--- config.mk ---
export PLATFORM = sky130hd
export DESIGN_NAME = tmds_deser_1to10_flat
export DESIGN_NICKNAME = d
export VERILOG_FILES = /design/src/rtl/tmds_rx_pkg.sv /design/src/rtl/tmds_deser_1to10_if.sv /design/src/rtl/tmds_lane_align.sv /design/src/rtl/tmds_deser_1to10.sv /design/src/flat_wrapper.sv
export SDC_FILE = /design/constraint.sdc
export NUM_CORES = 1
export LEC_CHECK = 0
export CORE_ASPECT_RATIO = 0.6
export CORE_UTILIZATION = 52
export CTS_CLUSTER_SIZE = 40
export DETAILED_ROUTE_END_ITERATION = 8
export GPL_TIMING_DRIVEN = 1
export PLACE_DENSITY = 0.7
export SLEW_MARGIN = 20
export SYNTH_ARGS = -nofsm -noshare
export SYNTH_HDL_FRONTEND = slang
export SYNTH_HIERARCHICAL = 1
export SYNTH_SLANG_ARGS = --single-unit
--- constraint.sdc ---
create_clock -name clkx5 -period 5.55 [get_ports clkx5]
set_clock_uncertainty 0.1 [all_clocks]
set_input_delay 1.11 -clock clkx5 [delete_from_list [all_inputs] [get_ports clkx5]]
set_output_delay 1.11 -clock clkx5 [all_outputs]
set_load 0.005 [all_outputs]
--- src/rtl/tmds_rx_pkg.sv ---
// Shared constants, lane-state encoding and token check for the TMDS 1:10 deserializer.
package tmds_rx_pkg;

    localparam int NUM_LANES   = 3;
    localparam int SYM_W       = 10;
    localparam int HIST_W      = 20;
    localparam int OFFSET_W    = 4;
    localparam int NUM_OFFSETS = 10;
    localparam int CNT_W       = 16;

    localparam logic [OFFSET_W-1:0] OFFSET_LAST = 4'd9;
    localparam logic [2:0]          PHASE_LAST  = 3'd4;

    localparam logic [SYM_W-1:0] TOK_C0 = 10'h354;
    localparam logic [SYM_W-1:0] TOK_C1 = 10'h0AB;
    localparam logic [SYM_W-1:0] TOK_C2 = 10'h154;
    localparam logic [SYM_W-1:0] TOK_C3 = 10'h2AB;

    typedef enum logic {
        SEARCH = 1'b0,
        LOCKED = 1'b1
    } lane_state_e;

    function automatic logic is_ctrl_token(input logic [SYM_W-1:0] sym);
        return (sym == TOK_C0) || (sym == TOK_C1) ||
               (sym == TOK_C2) || (sym == TOK_C3);
    endfunction

endpackage

--- src/rtl/tmds_deser_1to10_if.sv ---
// Serial-side inputs and aligned-symbol outputs of the deserializer.
interface tmds_deser_1to10_if;
    import tmds_rx_pkg::*;

    logic [NUM_LANES-1:0]            din_h;
    logic [NUM_LANES-1:0]            din_l;
    logic [SYM_W-1:0]                data_b;
    logic [SYM_W-1:0]                data_g;
    logic [SYM_W-1:0]                data_r;
    logic                            word_valid;
    logic [NUM_LANES-1:0]            lane_locked;
    logic                            all_locked;
    logic [NUM_LANES*OFFSET_W-1:0]   slip_offset;

    modport master (
        output din_h, din_l,
        input  data_b, data_g, data_r, word_valid, lane_locked, all_locked, slip_offset
    );

    modport slave (
        input  din_h, din_l,
        output data_b, data_g, data_r, word_valid, lane_locked, all_locked, slip_offset
    );

endinterface

--- src/rtl/tmds_lane_align.sv ---
// One TMDS lane: 20-bit bit history, offset window, control-token detector and
// SEARCH/LOCKED word-alignment FSM.
//
// state  | meaning
// SEARCH | hunting for LOCK_HITS consecutive tokens; slip one bit every SLIP_WAIT words
// LOCKED | alignment held; LOSS_WAIT consecutive non-tokens fall back to SEARCH
module tmds_lane_align
    import tmds_rx_pkg::*;
#(
    parameter int LOCK_HITS = 8,
    parameter int SLIP_WAIT = 4096,
    parameter int LOSS_WAIT = 4096
) (
    input  logic                clk_i,
    input  logic                rst_i,
    input  logic                din_h_i,
    input  logic                din_l_i,
    input  logic                capture_i,
    input  logic                eval_i,
    output logic [SYM_W-1:0]    data_o,
    output logic                locked_o,
    output logic [OFFSET_W-1:0] offset_o
);

    logic [HIST_W-1:0]   hist_q, hist_d;
    logic [SYM_W-1:0]    data_q, data_d;
    logic [SYM_W-1:0]    window;

    lane_state_e         state_q, state_d;
    logic [CNT_W-1:0]    hit_q, hit_d;
    logic [CNT_W-1:0]    word_q, word_d;
    logic [CNT_W-1:0]    miss_q, miss_d;
    logic [OFFSET_W-1:0] offset_q, offset_d;

    logic                is_tok;
    logic [CNT_W-1:0]    hit_inc;
    logic [CNT_W-1:0]    word_inc;
    logic [CNT_W-1:0]    miss_inc;

    // Newest pair enters at the top, so lower indices are earlier on the wire.
    assign hist_d = {din_l_i, din_h_i, hist_q[HIST_W-1:2]};

    always_comb begin
        window = hist_d[SYM_W-1:0];
        for (int o = 0; o < NUM_OFFSETS; o++) begin
            if (offset_q == OFFSET_W'(o)) begin
                window = hist_d[o +: SYM_W];
            end
        end
    end

    assign data_d = capture_i ? window : data_q;

    always_ff @(posedge clk_i or posedge rst_i) begin
        if (rst_i) begin
            hist_q <= '0;
            data_q <= '0;
        end else begin
            hist_q <= hist_d;
            data_q <= data_d;
        end
    end

    always_ff @(posedge clk_i or posedge rst_i) begin
        if (rst_i) begin
            state_q  <= SEARCH;
            hit_q    <= '0;
            word_q   <= '0;
            miss_q   <= '0;
            offset_q <= '0;
        end else begin
            state_q  <= state_d;
            hit_q    <= hit_d;
            word_q   <= word_d;
            miss_q   <= miss_d;
            offset_q <= offset_d;
        end
    end

    assign is_tok   = is_ctrl_token(data_q);
    assign hit_inc  = hit_q + CNT_W'(1);
    assign word_inc = word_q + CNT_W'(1);
    assign miss_inc = miss_q + CNT_W'(1);

    always_comb begin
        state_d  = state_q;
        hit_d    = hit_q;
        word_d   = word_q;
        miss_d   = miss_q;
        offset_d = offset_q;
        if (eval_i) begin
            case (state_q)
                SEARCH: begin
                    hit_d  = is_tok ? hit_inc : '0;
                    word_d = word_inc;
                    // Lock takes priority over a slip landing on the same word.
                    if (is_tok && (hit_inc == CNT_W'(LOCK_HITS))) begin
                        state_d = LOCKED;
                        hit_d   = '0;
                        word_d  = '0;
                        miss_d  = '0;
                    end else if (word_inc == CNT_W'(SLIP_WAIT)) begin
                        offset_d = (offset_q == OFFSET_LAST) ? '0 : offset_q + OFFSET_W'(1);
                        hit_d    = '0;
                        word_d   = '0;
                    end
                end
                LOCKED: begin
                    if (is_tok) begin
                        miss_d = '0;
                    end else if (miss_inc == CNT_W'(LOSS_WAIT)) begin
                        state_d = SEARCH;
                        miss_d  = '0;
                        hit_d   = '0;
                        word_d  = '0;
                    end else begin
                        miss_d = miss_inc;
                    end
                end
            endcase
        end
    end

    always_comb begin
        locked_o = (state_q == LOCKED);
    end

    assign data_o   = data_q;
    assign offset_o = offset_q;

endmodule

--- src/rtl/tmds_deser_1to10.sv ---
// Three-lane TMDS 1:10 deserializer on the 5x clock: shared word phase plus
// per-lane bit alignment.
module tmds_deser_1to10
    import tmds_rx_pkg::*;
#(
    parameter int LOCK_HITS = 8,
    parameter int SLIP_WAIT = 4096,
    parameter int LOSS_WAIT = 4096
) (
    input  logic              clkx5,
    input  logic              rst,
    tmds_deser_1to10_if.slave bus
);

    logic [2:0]           phase_q, phase_d;
    logic                 word_end;
    logic                 word_valid_q, word_valid_d;

    logic [SYM_W-1:0]     lane_data   [NUM_LANES];
    logic [OFFSET_W-1:0]  lane_offset [NUM_LANES];
    logic [NUM_LANES-1:0] lane_locked;

    assign word_end     = (phase_q == PHASE_LAST);
    assign phase_d      = word_end ? 3'd0 : phase_q + 3'd1;
    assign word_valid_d = word_end;

    always_ff @(posedge clkx5 or posedge rst) begin
        if (rst) begin
            phase_q      <= '0;
            word_valid_q <= 1'b0;
        end else begin
            phase_q      <= phase_d;
            word_valid_q <= word_valid_d;
        end
    end

    // Lanes capture on the last phase and judge the registered word one cycle later.
    for (genvar i = 0; i < NUM_LANES; i++) begin : g_lane
        tmds_lane_align #(
            .LOCK_HITS (LOCK_HITS),
            .SLIP_WAIT (SLIP_WAIT),
            .LOSS_WAIT (LOSS_WAIT)
        ) u_lane (
            .clk_i     (clkx5),
            .rst_i     (rst),
            .din_h_i   (bus.din_h[i]),
            .din_l_i   (bus.din_l[i]),
            .capture_i (word_end),
            .eval_i    (word_valid_q),
            .data_o    (lane_data[i]),
            .locked_o  (lane_locked[i]),
            .offset_o  (lane_offset[i])
        );
    end

    assign bus.data_b      = lane_data[0];
    assign bus.data_g      = lane_data[1];
    assign bus.data_r      = lane_data[2];
    assign bus.word_valid  = word_valid_q;
    assign bus.lane_locked = lane_locked;
    assign bus.all_locked  = &lane_locked;
    assign bus.slip_offset = {lane_offset[2], lane_offset[1], lane_offset[0]};

endmodule

--- src/flat_wrapper.sv ---
// flat-port wrapper written by rule: the top's interface ports become plain ports
module tmds_deser_1to10_flat import tmds_rx_pkg::*;
#(
    parameter int LOCK_HITS = 8,
    parameter int SLIP_WAIT = 4096,
    parameter int LOSS_WAIT = 4096
)
  (clkx5, rst, bus_din_h, bus_din_l, bus_data_b, bus_data_g, bus_data_r, bus_word_valid, bus_lane_locked, bus_all_locked, bus_slip_offset);
  tmds_deser_1to10_if bus_i ();
  input  logic clkx5;
  input  logic rst;
  input wire logic [$bits(bus_i.din_h)-1:0] bus_din_h;
  input wire logic [$bits(bus_i.din_l)-1:0] bus_din_l;
  output wire logic [$bits(bus_i.data_b)-1:0] bus_data_b;
  output wire logic [$bits(bus_i.data_g)-1:0] bus_data_g;
  output wire logic [$bits(bus_i.data_r)-1:0] bus_data_r;
  output wire logic [$bits(bus_i.word_valid)-1:0] bus_word_valid;
  output wire logic [$bits(bus_i.lane_locked)-1:0] bus_lane_locked;
  output wire logic [$bits(bus_i.all_locked)-1:0] bus_all_locked;
  output wire logic [$bits(bus_i.slip_offset)-1:0] bus_slip_offset;
  assign bus_i.din_h = bus_din_h;
  assign bus_i.din_l = bus_din_l;
  assign bus_data_b = bus_i.data_b;
  assign bus_data_g = bus_i.data_g;
  assign bus_data_r = bus_i.data_r;
  assign bus_word_valid = bus_i.word_valid;
  assign bus_lane_locked = bus_i.lane_locked;
  assign bus_all_locked = bus_i.all_locked;
  assign bus_slip_offset = bus_i.slip_offset;
  tmds_deser_1to10 #(.LOCK_HITS(LOCK_HITS), .SLIP_WAIT(SLIP_WAIT), .LOSS_WAIT(LOSS_WAIT)) u_core (.clkx5(clkx5), .rst(rst), .bus(bus_i));
endmodule
==> results of run 1 <==
## registers in the layout, summed over array words and instances, names as in the netlist
signal,flops
u_core/g_lane.u_lane/hist_q,54
u_core/g_lane.u_lane/hit_q,48
u_core/g_lane.u_lane/miss_q,48
u_core/g_lane.u_lane/word_q,48
u_core/g_lane.u_lane/data_o,30
u_core/g_lane.u_lane/offset_o,12
u_core/g_lane.u_lane/locked_o,3
u_core/phase_q,3
u_core/bus.word_valid,1
## kinds of logic after synthesis
logic type | count (synthesis)
AO/OA/AOI/OAI | 581
AND/OR/NAND/NOR | 790
flip-flops | 247
multiplexers | 79
buffers and inverters | 219
XOR/XNOR | 25
adder cells (fa/ha/maj) | 14
## worst paths after layout
| kind | start | to | slack (ps) |
|---|---|---|---|
| worst max-delay path | u_core/g_lane[1].u_lane/word_q[0] | u_core/g_lane[1].u_lane/offset_o[1] | 1920 |
| worst min-delay path | u_core/g_lane[0].u_lane/hist_q[17] | u_core/g_lane[0].u_lane/hist_q[15] | 310 |
| worst max register to register | u_core/g_lane[1].u_lane/word_q[0] | u_core/g_lane[1].u_lane/offset_o[1] | 1920 |
| worst min register to register | u_core/g_lane[0].u_lane/hist_q[17] | u_core/g_lane[0].u_lane/hist_q[15] | 310 |
| max in group asynchronous | rst | u_core/g_lane[0].u_lane/offset_o[1] | 3110 |
| min in group asynchronous | rst | u_core/phase_q[2] | 950 |
## routing by layer
metal | wire [um] | vias up | GRT usage
met1 | 22500 | 7580 | 0.4313
met2 | 18070 | 597 | 0.3636
met3 | 3051 | 48 | 0.03472
li1 | - | 7359 | -
met5 | 0 | - | 0
met4 | 531 | 0 | 0.04094
## per-stage QoR
step                hold WS, ps  std cells  utilization
floorplan                 251.9       1955            -
global placement          286.5       2288       0.5540
detailed placement        288.9       2288       0.5542
CTS                       303.8       2328       0.5773
global route              326.7       2329       0.5788
finish                    309.8       2329       0.5788
## power by group through the flow
stage / Sequential (mW) / Combinational [mW] / Clock (mW)
6_report: 1.88 / 0.133 / 1.59
4_1_cts: 1.88 / 0.135 / 1.63
3_5_place_dp: 1.91 / 0.135 / 0
5_1_grt: 1.89 / 0.150 / 1.70
3_3_place_gp: 1.91 / 0.134 / 0
2_1_floorplan: 1.89 / 0.0862 / 0
## Yosys cell counts, types with 11 or more instances
cell         n  area share
dfrtp_1    247        0.36
nand2_1    180       0.040
o21ai_0    110       0.032
nor2_1     105       0.023
a21oi_1     99       0.029
clkbuf_1    92       0.020
nand3_1     92       0.027
mux2i_1     67       0.039
nor3_1      67       0.020
inv_1       63       0.014
nand4_1     57       0.021
a211oi_1    38       0.017
and3_1      35       0.013
a31oi_1     34       0.012
buf_2       33      0.0097
o211ai_1    32       0.014
or3_1       32       0.012
nor4_1      31       0.011
nor2b_1     28       0.010
o22ai_1     26      0.0096
a22oi_1     23       0.010
nand4b_1    21       0.011
a211o_1     19      0.0098
o31ai_1     19      0.0084
o2111ai_1   16      0.0082
ha_1        14       0.010
nand2b_1    14      0.0051
o2bb2ai_1   14      0.0072
xnor2_1     14      0.0072
a21o_1      13      0.0057
a221o_1     12      0.0071
a22o_1      12      0.0062
a41oi_1     12      0.0062
o21ai_1     12      0.0035
and4_1      11      0.0057
buf_6       11      0.0073
mux2_2      11      0.0073
o221ai_1    11      0.0057
or2_2       11      0.0040
xor2_1      11      0.0057
## layout make-up
| class | instances | area [um^2] |
|---|---|---|
| inverter | 66 | 251.5 |
| clock buffer | 35 | 683.2 |
| clock inverter | 5 | 50.05 |
| tap | 416 | 520.5 |
| timing repair buffer | 71 | 688.2 |
| sequential | 247 | 6182 |
| multi-input combinational | 1489 | 9947 |
| fill | 2751 | 13330 |
==> results.toml, run 1 <==
[status]
status = "completed"

[placed_design]
portBuffers = 54
place_area_um2 = 17540
place_ws_ps = 1668
dp_hpwl_mm = 30.17
gp_congestion = 0.9436

[die]
die_area_um2 = 33490
core_um2 = 31660
fp-row-count = 50
pin_count = 55
start_util = 0.5378
fp.dieW_um = 235.6
die_y_um = 142.2

[routing]
dr_total_vias = 15580
ant_nets = 0
drc_errors = 0
totalWireLength_mm = 44.15
detail_route.iter0.violations = 1671
wire_per_inst_um = 18.96
dr.pass1.iters = 6
viasPerCell = 6.691

[worst_hold_path]
hold_class = "flop to flop"
whs_path_depth = 0

[yosys]
synth_edf_count = 0
yosysWarnings = 6
async_reset_ff_frac = 1.000
ys_seq_area_frac = 0.3630
syn-num-nets = 1977
synth_top_family_by_area = "simple AND/OR/NAND/NOR gates"
syn_area_um2 = 17030
synth-compound-area-share = 0.2409
ys_types = 103
synth_simple_gate_area_frac = 0.2670
netlist_instances = 1955
synth.ff_latch_count = 247
synth_xor_area_frac = 0.01286
synth_fa_ha_area_frac = 0.01029
synthFlopType = "dfrtp_1"
synthMuxAreaShare = 0.04799
syn_avg_cell_area_um2 = 8.708

[timing]
tightest_slew_ps = 1115
fmax_mhz = 275.4
fin_crit_sh = 0.6543
min_period_ps = 3631
setup_tns_ps = 0
slew_violations = 0
hold_viol = 0
max_slew_margin = 0.2569
setup_viol = 0
rsz0062_at_grt = "false"
timing.final.ws_setup_ps = 1919

[power]
finalPower_mw = 3.603
internal_power_mw = 2.786
seqPwrFrac = 0.522
comb_power_share = 0.037
peakVddDrop_mv = 0.1740
swShare = 0.2268
power_density_nw_per_um2 = 196.7
leakagePower_nw = 6.891
clkPwrFrac = 0.441
power.switching_uw = 817.1

[global_routing]
antenna_found_initial = 0
grt_pass1_wl_mm = 73.64
grt_remaining_overflow = 0
grt_pass1_vias = 13810
track_usage = 0.2626
grt_max_degree = 68

[final_layout]
fin_area_um2 = 18320
final_common_cell = "dfrtp_1"
layout-drive-gt1-share = 0.08155
fin_nets = 1922
layout_common_cells = "dfrtp_1 (246), nand2_1 (180), o21ai_0 (110)"
area_growth_syn_to_layout_pct = 7.621
n_antenna_cell = 0

[clock_tree]
cts_buffers = 25
ctsHoldBuffers = 0
clk_latency_ps = 530
root_buffer = "clkbuf_16"
clk_pin_slew_ps = 60
cts-resized-gates = 0
cts_sinks = 247
cts_tree = "yes"
clockBufferDepth = 3
post-cts-setup-buffers = 0
htree_levels = 1

[critical_path]
cp_top_family = "simple AND/OR/NAND/NOR gates"
critical_path_required_ps = 5860
cp.depth = 9
setup.worst_path.class = "flop to flop"
critical_path_arrival_ps = 3940
cp_cell_sequence = "ha_1 -> nand4_1 -> nor4_1 -> xnor2_1 -> and4bb_1 -> o2111ai_2 -> buf_4 -> nor4_1 -> mux2_2"
startpoint_type = "flop"
cpMostUsedCell = "nor4_1"
ff2ff_path_depth = 9
cpPeakStageDelay_ps = 480
crit_buf_inv = 1
cp_slowest_cell = "nor4_1"
end_kind = "flop"
crit_fanout = 18

[job]
maxCapViolations = 0
Power figures use the tool's default switching activity.
==> run 2: changes to the inputs <==
--- a/config.mk
+++ b/config.mk
@@ -10,7 +10,7 @@
 export CTS_CLUSTER_SIZE = 40
 export DETAILED_ROUTE_END_ITERATION = 8
 export GPL_TIMING_DRIVEN = 1
-export PLACE_DENSITY = 0.7
+export PLACE_DENSITY = 0.73
 export SLEW_MARGIN = 20
 export SYNTH_ARGS = -nofsm -noshare
 export SYNTH_HDL_FRONTEND = slang
==> constraint.sdc (replaced) <==
create_clock -name clkx5 -period 3 [get_ports clkx5]
set_clock_uncertainty 0.1 [all_clocks]
set_input_delay 0.6 -clock clkx5 [delete_from_list [all_inputs] [get_ports clkx5]]
set_output_delay 0.6 -clock clkx5 [all_outputs]
set_load 0.005 [all_outputs]
==> results.toml, run 2 (same netlist as run 1, synthesis figures left out) <==
[die]
start_util = 0.5378
fp-row-count = 50
core_um2 = 31660
pin_count = 55
die_area_um2 = 33490
fp.dieW_um = 235.6
die_y_um = 142.2

[final_layout]
layout-drive-gt1-share = 0.1322
regArea_um2 = 6190
largest_reg_flops = 54
layout_common_cells = "dfrtp_1 (240), nand2_1 (180), o21ai_0 (109)"
top_register = "u_core/g_lane.u_lane/hist_q"
final_cells = 2420
final_common_cell = "dfrtp_1"
n_antenna_cell = 0
multi_input_area_um2 = 10040
fillers = 2648
area_growth_syn_to_layout_pct = 13.00
fin_area_um2 = 19240
fin_nets = 2008
finish.utilization = 0.6077

[placed_design]
gp_congestion = 0.9618
dpl.cell_count = 2370
dp_hpwl_mm = 31.88
portBuffers = 54
place_area_um2 = 18220

[timing]
max_slew_margin = 0.4087
setup_viol = 0
tightest_slew_ps = 880.1
min_period_ps = 2936
setup_tns_ps = 0
fmax_mhz = 340.6
slew_violations = 0
hold_viol = 0
fin_crit_sh = 0.9786

[critical_path]
setup.worst_path.class = "flop to flop"
critical_path_required_ps = 3340
end_kind = "flop"
crit_path_start = "u_core/g_lane[2].u_lane/hit_q[1]"
critical_path_arrival_ps = 3270
crit_fanout = 23
startpoint_type = "flop"
crit-reg2reg-launch = "u_core/g_lane[2].u_lane/hit_q[1]"

[global_routing]
grt_pass1_vias = 14700
grt_pass1_wl_mm = 76.50
track_usage = 0.2718
grt_remaining_overflow = 0
grt_max_degree = 82
antenna_found_initial = 0

[routing]
dr.pass1.iters = 8
totalWireLength_mm = 46.22
drc_errors = 0
dr_total_vias = 16150
ant_nets = 0
viasPerCell = 6.673
detail_route.iter0.violations = 1992
wire_per_inst_um = 19.10

[power]
internal_power_mw = 5.368
clkPwrFrac = 0.465
power_density_nw_per_um2 = 363.8
seqPwrFrac = 0.498
swShare = 0.2330
peakVddDrop_mv = 0.3724
leakagePower_nw = 7.456
comb_power_share = 0.037
power.switching_mw = 1.630

[worst_hold_path]
hold_class = "flop to flop"
min_from = "u_core/g_lane[1].u_lane/hist_q[17]"

[job]
maxCapViolations = 0

[clock_tree]
cts_sinks = 247
cts_buffers = 26
clk_latency_ps = 550
cts_tree = "yes"
clockBufferDepth = 3
clk_pin_slew_ps = 70
ctsHoldBuffers = 0
htree_levels = 1
root_buffer = "clkbuf_16"

[status]
status = "completed"
## run 2: changes by cell type in the layout (fill, tap and decap cells not counted), sizes merged
cell and change:
clkbuf -1, clkinvlp +1, bufinv +1, buf +85, clkinv +5
## run 2: what timing repair did
item / CTS / global route
resized for setup: 2 / 30
setup buffers: 0 / 4
pin swaps: 0 / 6
endpoints found under the setup margin: 1 / 127
## run 2: path summary, 6_finish.rpt
kind	endpoint	cells past startpoint	slack [ps]
max	u_core/g_lane[2].u_lane/word_q[9]	9	60
min	u_core/g_lane[1].u_lane/hist_q[15]	0	310
max reg2reg	u_core/g_lane[2].u_lane/word_q[9]	9	60
min reg2reg	u_core/g_lane[1].u_lane/hist_q[15]	0	310
max in group asynchronous	u_core/g_lane[1].u_lane/hit_q[4]	3	1720
min in group asynchronous	u_core/bus.word_valid	2	350
## run 2: power by group through the flow
stage,registers (mW),clock network [mW],logic (mW)
final,3.48,3.26,0.258
after global routing,3.49,3.46,0.291
after detailed placement,3.54,0,0.262
after CTS,3.48,3.33,0.263
after global placement,3.54,0,0.258
after floorplan,3.50,0,0.159
## run 2: layout make-up
type,count,area share
multi-input combinational,1489,0.5219
sequential,247,0.3217
inverter,66,0.01307
timing repair buffer,156,0.07265
tap,416,0.02706
clock buffer,34,0.03753
clock inverter,12,0.006048
## run 2: metrics by stage
step | setup WS (ps) | hold WS [ps] | power, mW
floorplan | 219.9 | 251.9 | 3.661
global placement | 61.45 | 287.4 | 3.798
detailed placement | 23.50 | 292.5 | 3.803
CTS | 4.115 | 305.4 | 7.069
global route | -10.92 | 322.4 | 7.243
finish | 64.08 | 310.2 | 6.999
## run 2: critical path: stages, from the launching register on
cell	delay (ps)
dfrtp_1	380
buf_4	160
and3_1	220
a211oi_1	310
o211ai_1	120
or4b_4	570
o31a_1	380
buf_12	190
a21o_1	160
a22o_1	230
## run 2: layer usage
metal | track usage | up-vias | share of wire
met1 | 0.4332 | 7811 | 0.49
met4 | 0.05401 | 0 | 0.016
met5 | 0 | - | 0
li1 | - | 7550 | -
met3 | 0.04267 | 64 | 0.086
met2 | 0.3818 | 723 | 0.41
